<file path="src/rtl/pool_bram_scheduler.sv">
// Line-BRAM sequencer for 2x2/stride-2 pooling: even rows are written to BRAM,
// odd rows read back the stored pixel per column and emit vertical {top,bot} pairs.
module pool_bram_scheduler #(
  parameter int SRAM_DEPTH = 1024,
  parameter int DATA_WIDTH = 8,
  localparam int AW = $clog2(SRAM_DEPTH)
) (
  input  logic                  clk,
  input  logic                  rst,
  input  logic                  start,
  input  logic [AW:0]           cfg_width,
  input  logic [15:0]           cfg_height,
  input  logic                  in_valid,
  input  logic [DATA_WIDTH-1:0] in_data,
  output logic                  in_ready,
  output logic                  bram_en,
  output logic                  bram_we,
  output logic [AW-1:0]         bram_addr,
  output logic [DATA_WIDTH-1:0] bram_din,
  input  logic [DATA_WIDTH-1:0] bram_dout,
  output logic                  out_valid,
  output logic [DATA_WIDTH-1:0] out_top,
  output logic [DATA_WIDTH-1:0] out_bot,
  output logic [AW-1:0]         out_col,
  output logic                  out_last,
  output logic                  busy,
  output logic                  done,
  output logic                  cfg_err,
  output logic [1:0]            dbg_state
);

  // Handshake: a pixel transfers on a rising edge where in_valid && in_ready;
  // the source must hold in_data stable while in_valid is high and not ready.
  // The output side has no ready: downstream takes every out_valid cycle.

  typedef enum logic [1:0] {
    IDLE   = 2'd0,
    WR_ROW = 2'd1,
    RD_ROW = 2'd2,
    DRAIN  = 2'd3
  } state_e;

  localparam logic [AW:0]   ONE_W   = (AW+1)'(1);
  localparam logic [AW:0]   DEPTH_W = (AW+1)'(SRAM_DEPTH);
  localparam logic [AW-1:0] ONE_A   = AW'(1);

  state_e                state_q, state_d;
  logic [AW:0]           width_q, width_d;
  logic [15:0]           height_q, height_d;
  logic [AW-1:0]         col_q, col_d;
  logic [15:0]           row_q, row_d;
  logic                  out_valid_q, out_valid_d;
  logic [DATA_WIDTH-1:0] out_bot_q, out_bot_d;
  logic [AW-1:0]         out_col_q, out_col_d;
  logic                  last_q, last_d;
  logic [DATA_WIDTH-1:0] top_hold_q, top_hold_d;
  logic                  cfg_err_q, cfg_err_d;

  logic accept;
  logic last_col;
  logic last_pair_row;
  logic cfg_ok;

  assign in_ready      = (state_q == WR_ROW) || (state_q == RD_ROW);
  assign accept        = in_valid && in_ready;
  assign last_col      = ({1'b0, col_q} == (width_q - ONE_W));
  // An odd final row is never consumed, so the frame ends on the last even/odd pair.
  assign last_pair_row = (row_q == ((height_q & 16'hFFFE) - 16'd1));
  assign cfg_ok        = (cfg_width != '0) && (cfg_width <= DEPTH_W) && (cfg_height >= 16'd2);

  always_comb begin
    state_d     = state_q;
    width_d     = width_q;
    height_d    = height_q;
    col_d       = col_q;
    row_d       = row_q;
    out_valid_d = 1'b0;
    out_bot_d   = out_bot_q;
    out_col_d   = out_col_q;
    last_d      = 1'b0;
    cfg_err_d   = 1'b0;
    // Freeze the BRAM read word while it is presented so out_top holds afterwards.
    top_hold_d  = out_valid_q ? bram_dout : top_hold_q;

    case (state_q)
      IDLE: begin
        if (start) begin
          if (cfg_ok) begin
            width_d  = cfg_width;
            height_d = cfg_height;
            col_d    = '0;
            row_d    = '0;
            state_d  = WR_ROW;
          end else begin
            cfg_err_d = 1'b1;
          end
        end
      end
      WR_ROW: begin
        if (accept) begin
          if (last_col) begin
            col_d   = '0;
            row_d   = row_q + 16'd1;
            state_d = RD_ROW;
          end else begin
            col_d = col_q + ONE_A;
          end
        end
      end
      RD_ROW: begin
        if (accept) begin
          out_valid_d = 1'b1;
          out_bot_d   = in_data;
          out_col_d   = col_q;
          if (last_col) begin
            col_d = '0;
            row_d = row_q + 16'd1;
            if (last_pair_row) begin
              last_d  = 1'b1;
              state_d = DRAIN;
            end else begin
              state_d = WR_ROW;
            end
          end else begin
            col_d = col_q + ONE_A;
          end
        end
      end
      DRAIN: begin
        state_d = IDLE;
      end
      default: begin
        state_d = IDLE;
      end
    endcase
  end

  always_ff @(posedge clk or negedge rst) begin
    if (!rst) begin
      state_q     <= IDLE;
      width_q     <= '0;
      height_q    <= '0;
      col_q       <= '0;
      row_q       <= '0;
      out_valid_q <= 1'b0;
      out_bot_q   <= '0;
      out_col_q   <= '0;
      last_q      <= 1'b0;
      top_hold_q  <= '0;
      cfg_err_q   <= 1'b0;
    end else begin
      state_q     <= state_d;
      width_q     <= width_d;
      height_q    <= height_d;
      col_q       <= col_d;
      row_q       <= row_d;
      out_valid_q <= out_valid_d;
      out_bot_q   <= out_bot_d;
      out_col_q   <= out_col_d;
      last_q      <= last_d;
      top_hold_q  <= top_hold_d;
      cfg_err_q   <= cfg_err_d;
    end
  end

  assign bram_en   = accept;
  assign bram_we   = accept && (state_q == WR_ROW);
  assign bram_addr = col_q;
  assign bram_din  = bram_we ? in_data : '0;

  // BRAM data arrives the cycle after the read enable, aligned with out_valid.
  assign out_valid = out_valid_q;
  assign out_top   = out_valid_q ? bram_dout : top_hold_q;
  assign out_bot   = out_bot_q;
  assign out_col   = out_col_q;
  assign out_last  = last_q;
  assign done      = last_q;
  assign busy      = (state_q != IDLE);
  assign cfg_err   = cfg_err_q;
  assign dbg_state = state_q;

endmodule

</file>
<file path="config.mk">
export PLATFORM = sky130hd
export DESIGN_NAME = pool_bram_scheduler
export DESIGN_NICKNAME = d
export VERILOG_FILES = /design/src/rtl/pool_bram_scheduler.sv
export SDC_FILE = /design/constraint.sdc
export NUM_CORES = 1
export LEC_CHECK = 0
export BUFFER_PORTS_ARGS = -buffer_cell sky130_fd_sc_hd__buf_2
export CAP_MARGIN = 40
export CORE_MARGIN = 2
export CORE_UTILIZATION = 25
export CTS_CLUSTER_DIAMETER = 30
export DETAILED_ROUTE_END_ITERATION = 16
export SYNTH_ARGS = -nofsm -noshare
export SYNTH_HDL_FRONTEND = slang
export SYNTH_SLANG_ARGS = --single-unit
</file>
<file path="constraint.sdc">
create_clock -name clk -period 6.2 [get_ports clk]
set_input_delay 0.93 -clock clk [delete_from_list [all_inputs] [get_ports clk]]
set_output_delay 0.93 -clock clk [all_outputs]
set_load 0.005 [all_outputs]
</file>
==> results.sh <==
export IMPL_run_status="finished clean"
export IMPL_dp_slack_ps=2621
export IMPL_postRouteAntennaNets=0
export IMPL_worst_slew_pin_slew_ps=794.8
export IMPL_synthCells=452
export IMPL_ir_worst_vdd_mv=0.1968
export IMPL_nets=604
export IMPL_layout_common_cells="buf_2, dfrtp_1, mux2_2"
export IMPL_vias=3732
export IMPL_die_area_um2=19180
export IMPL_power_leakage_nw=2.493
export IMPL_syn_num_nets=506
export IMPL_fin_setup_tns_ps=0
export IMPL_synth_area_leaders="dfrtp_1, mux2_2, xor2_1"
export IMPL_htreeDepth=3
export IMPL_overflow=0
export IMPL_setup_ws_ps=2834
export IMPL_slew_limit_headroom_pct=47.01
export IMPL_first_global_vias=3593
export IMPL_drc_errors=0
export IMPL_met2_length_um=5459
export IMPL_syn_area_per_cell_um2=10.01
export IMPL_groute_usage_overall_pct=11.92
export IMPL_finalCritPeriodShare_pct=54.29
export IMPL_synth_top_area_share_pct=45.92
export IMPL_max_stage_delay_ps=490
export IMPL_core_area_um2=17840
export IMPL_ios=101
export IMPL_slowest_stage="nor4_1"
export IMPL_rsz0062_at_grt="no"
export IMPL_drt_pass1_iter_count=4
export IMPL_drv_slew=0
export IMPL_worst_path_max_fanout=35
export IMPL_end_kind="register"
export IMPL_routabilityCongestion=0.7820
export IMPL_path_buf_inv=2
export IMPL_grt_antenna_before_repair=1
export IMPL_post_cts_buffers=0
export IMPL_holdBufCountCts=0
export IMPL_clk_pin_slew_worst_paths_ps=70
export IMPL_met1Wirelength_um=5004
export IMPL_std_cell_rows=49
export IMPL_cts_buffer_depth=2
export IMPL_skew_ps=6.307
export IMPL_cts_made_buffers=9
export IMPL_path_delay_family="simple AND/OR/NAND/NOR gates"
export IMPL_synthDistinctLibCells=55
export IMPL_cts_tree="done"
export IMPL_area_growth_pct=24.26
export IMPL_final_layout_size_suffix_gt1_share_pct=32.07
export IMPL_yosysTopAreaCell="dfrtp_1"
export IMPL_seq_area_frac_synth_pct=45.92
export IMPL_numClockSinks=83
export IMPL_cts_root_buf="clkbuf_16"
export IMPL_power_density_nw_per_um2=466.2
export IMPL_die_h_um=138.5
export IMPL_syn_area_um2=4523
export IMPL_routed_via_density=4.760
export IMPL_start_util_pct=25.35
export IMPL_grt_max_degree=63
export IMPL_fp_dieW_um=138.5
export IMPL_cp_cell_sequence="inv_1, ha_1, nor3b_1, and3_1, o2111ai_1, nor4_1, a21boi_2, buf_4, nor2_1, mux2_2"
export IMPL_hold_class="input port to async pin"
export IMPL_wl_per_cell_um=14.18
export IMPL_worstPathRequired_ps=6440
export IMPL_synth_ff_type="dfrtp_1"
export IMPL_hold_viol=0
export IMPL_finalSetupViolCount=0
export IMPL_async_flop_share_pct=100.0
export IMPL_routed_top_layer="met5"
export IMPL_synth_seq_cells=83
export IMPL_grt_pass1_wl_um=18580
export IMPL_worst_setup_path_start_kind="register"
export IMPL_post_dp_hpwl_um=8278
export IMPL_maxCapViolCount=0
export IMPL_post_cts_resized=0
export IMPL_finalCriticalPeriod_ps=3366
export IMPL_num_antenna_cells=0
export IMPL_drt_iter0_drc=186
export IMPL_final_common_cell="buf_2"
export IMPL_wl_met3_um=449
export IMPL_timing_worst_setup_path_type="register to register"
export IMPL_clock_fmax_mhz=297.1
export IMPL_worstSkewPairLatency_ps=350
export IMPL_synth_edf_count=0
export IMPL_ys_warn_count=0
export IMPL_cp_data_arrival_time_ps=3600
export IMPL_port_buffers=99
export IMPL_finalWirelength_um=11120
==> metrics by stage <==
stage,power [mW],cells,cell area [µm²],hold WS (ps),util [%]
floorplan,1.656,452,4523,473.3,-
global placement,2.015,765,5264,462.6,29.50
detailed placement,2.048,768,5294,465.3,29.67
CTS,2.658,784,5620,458.1,31.50
global route,2.832,784,5620,474.7,31.50
finish,2.620,784,5620,458.3,31.50
==> worst register-to-register path: cells and delay by family, from the launching register on <==
kind,cells,cell delay (ps)
DFF,1,430
adders and majority gates,1,320
and+or+nand+nor,4,1560
muxes,1,390
buffers and inverters,2,350
AOI/OAI and AO/OA,2,210
==> sequential cells by signal (all words and copies together) (netlist names) <==
name and count:
out_bot 8, row_q 16, height_q 15, width_q 11, bram_addr 10, done 1, dbg_state 2, out_valid 1
out_col 10, cfg_err 1, top_hold_q 8
==> Yosys cell counts, types with 2 or more instances <==
library cell and instances:
and3_1 7, nor2_1 25, or4_1 8, buf_1 2, nand2_1 35, ha_1 7
nand4_1 8, nand2b_1 8, a31oi_1 6, mux2_2 45, inv_1 17, o31ai_1 4
a41oi_1 2, o22ai_1 3, or3_1 11, nor2b_1 3, a21oi_1 24, clkbuf_1 14
nor3_1 11, o21ai_0 27, mux2i_1 3, and2_1 10, o2111ai_1 2, or4_4 3
nor4_1 9, xor2_1 16, a211oi_1 3, xnor2_1 15, dfrtp_1 83, nand3_1 16
==> power breakdown <==
group / total (mW) / switching (mW) / internal, mW
Sequential: 0.955 / 0.218 / 0.737
Clock: 0.595 / 0.239 / 0.356
Combinational: 1.07 / 0.565 / 0.506
==> final timing paths <==
| check | start | endpoint | slack, ps | cells after the start |
|---|---|---|---|---|
| max | width_q[0] | row_q[0] | 2830 | 10 |
| min | rst | out_col[8] | 460 | 1 |
| max reg2reg | width_q[0] | row_q[0] | 2830 | 10 |
| min reg2reg | out_col[4] | out_col[4] | 470 | 2 |
| max in group asynchronous | rst | row_q[14] | 4650 | 2 |
| min in group clk | out_col[4] | out_col[4] | 470 | 2 |
==> metal layers <==
metal | up-vias | track usage, %
met4 | 2 | 4.404
met3 | 20 | 2.979
met2 | 75 | 19.62
li1 | 1840 | -
met1 | 1795 | 15.19
met5 | - | 0
==> area by class of cell <==
cell class,count,area (µm²)
clock buffers,9,225.2
clock inverters,7,101.3
fillers,1873,12220
inverters,17,63.81
multi-input cells,334,2316
flip-flops and latches,83,2077
well taps,229,286.5
repair buffers,105,550.5
==> logic make-up (layout without fill, tap and decap cells) <==
family	Yosys count	after routing	synth area share (%)
adder cells (fa/ha/maj)	7	7	1.936
XOR/XNOR	31	31	6.003
multiplexers	48	48	11.87
AO/OA/AOI/OAI	86	86	11.79
flip-flops	83	83	45.92
AND/OR/NAND/NOR	162	162	19.47
buffers and inverters	35	138	3.015
(Power assumes the default switching activity.)
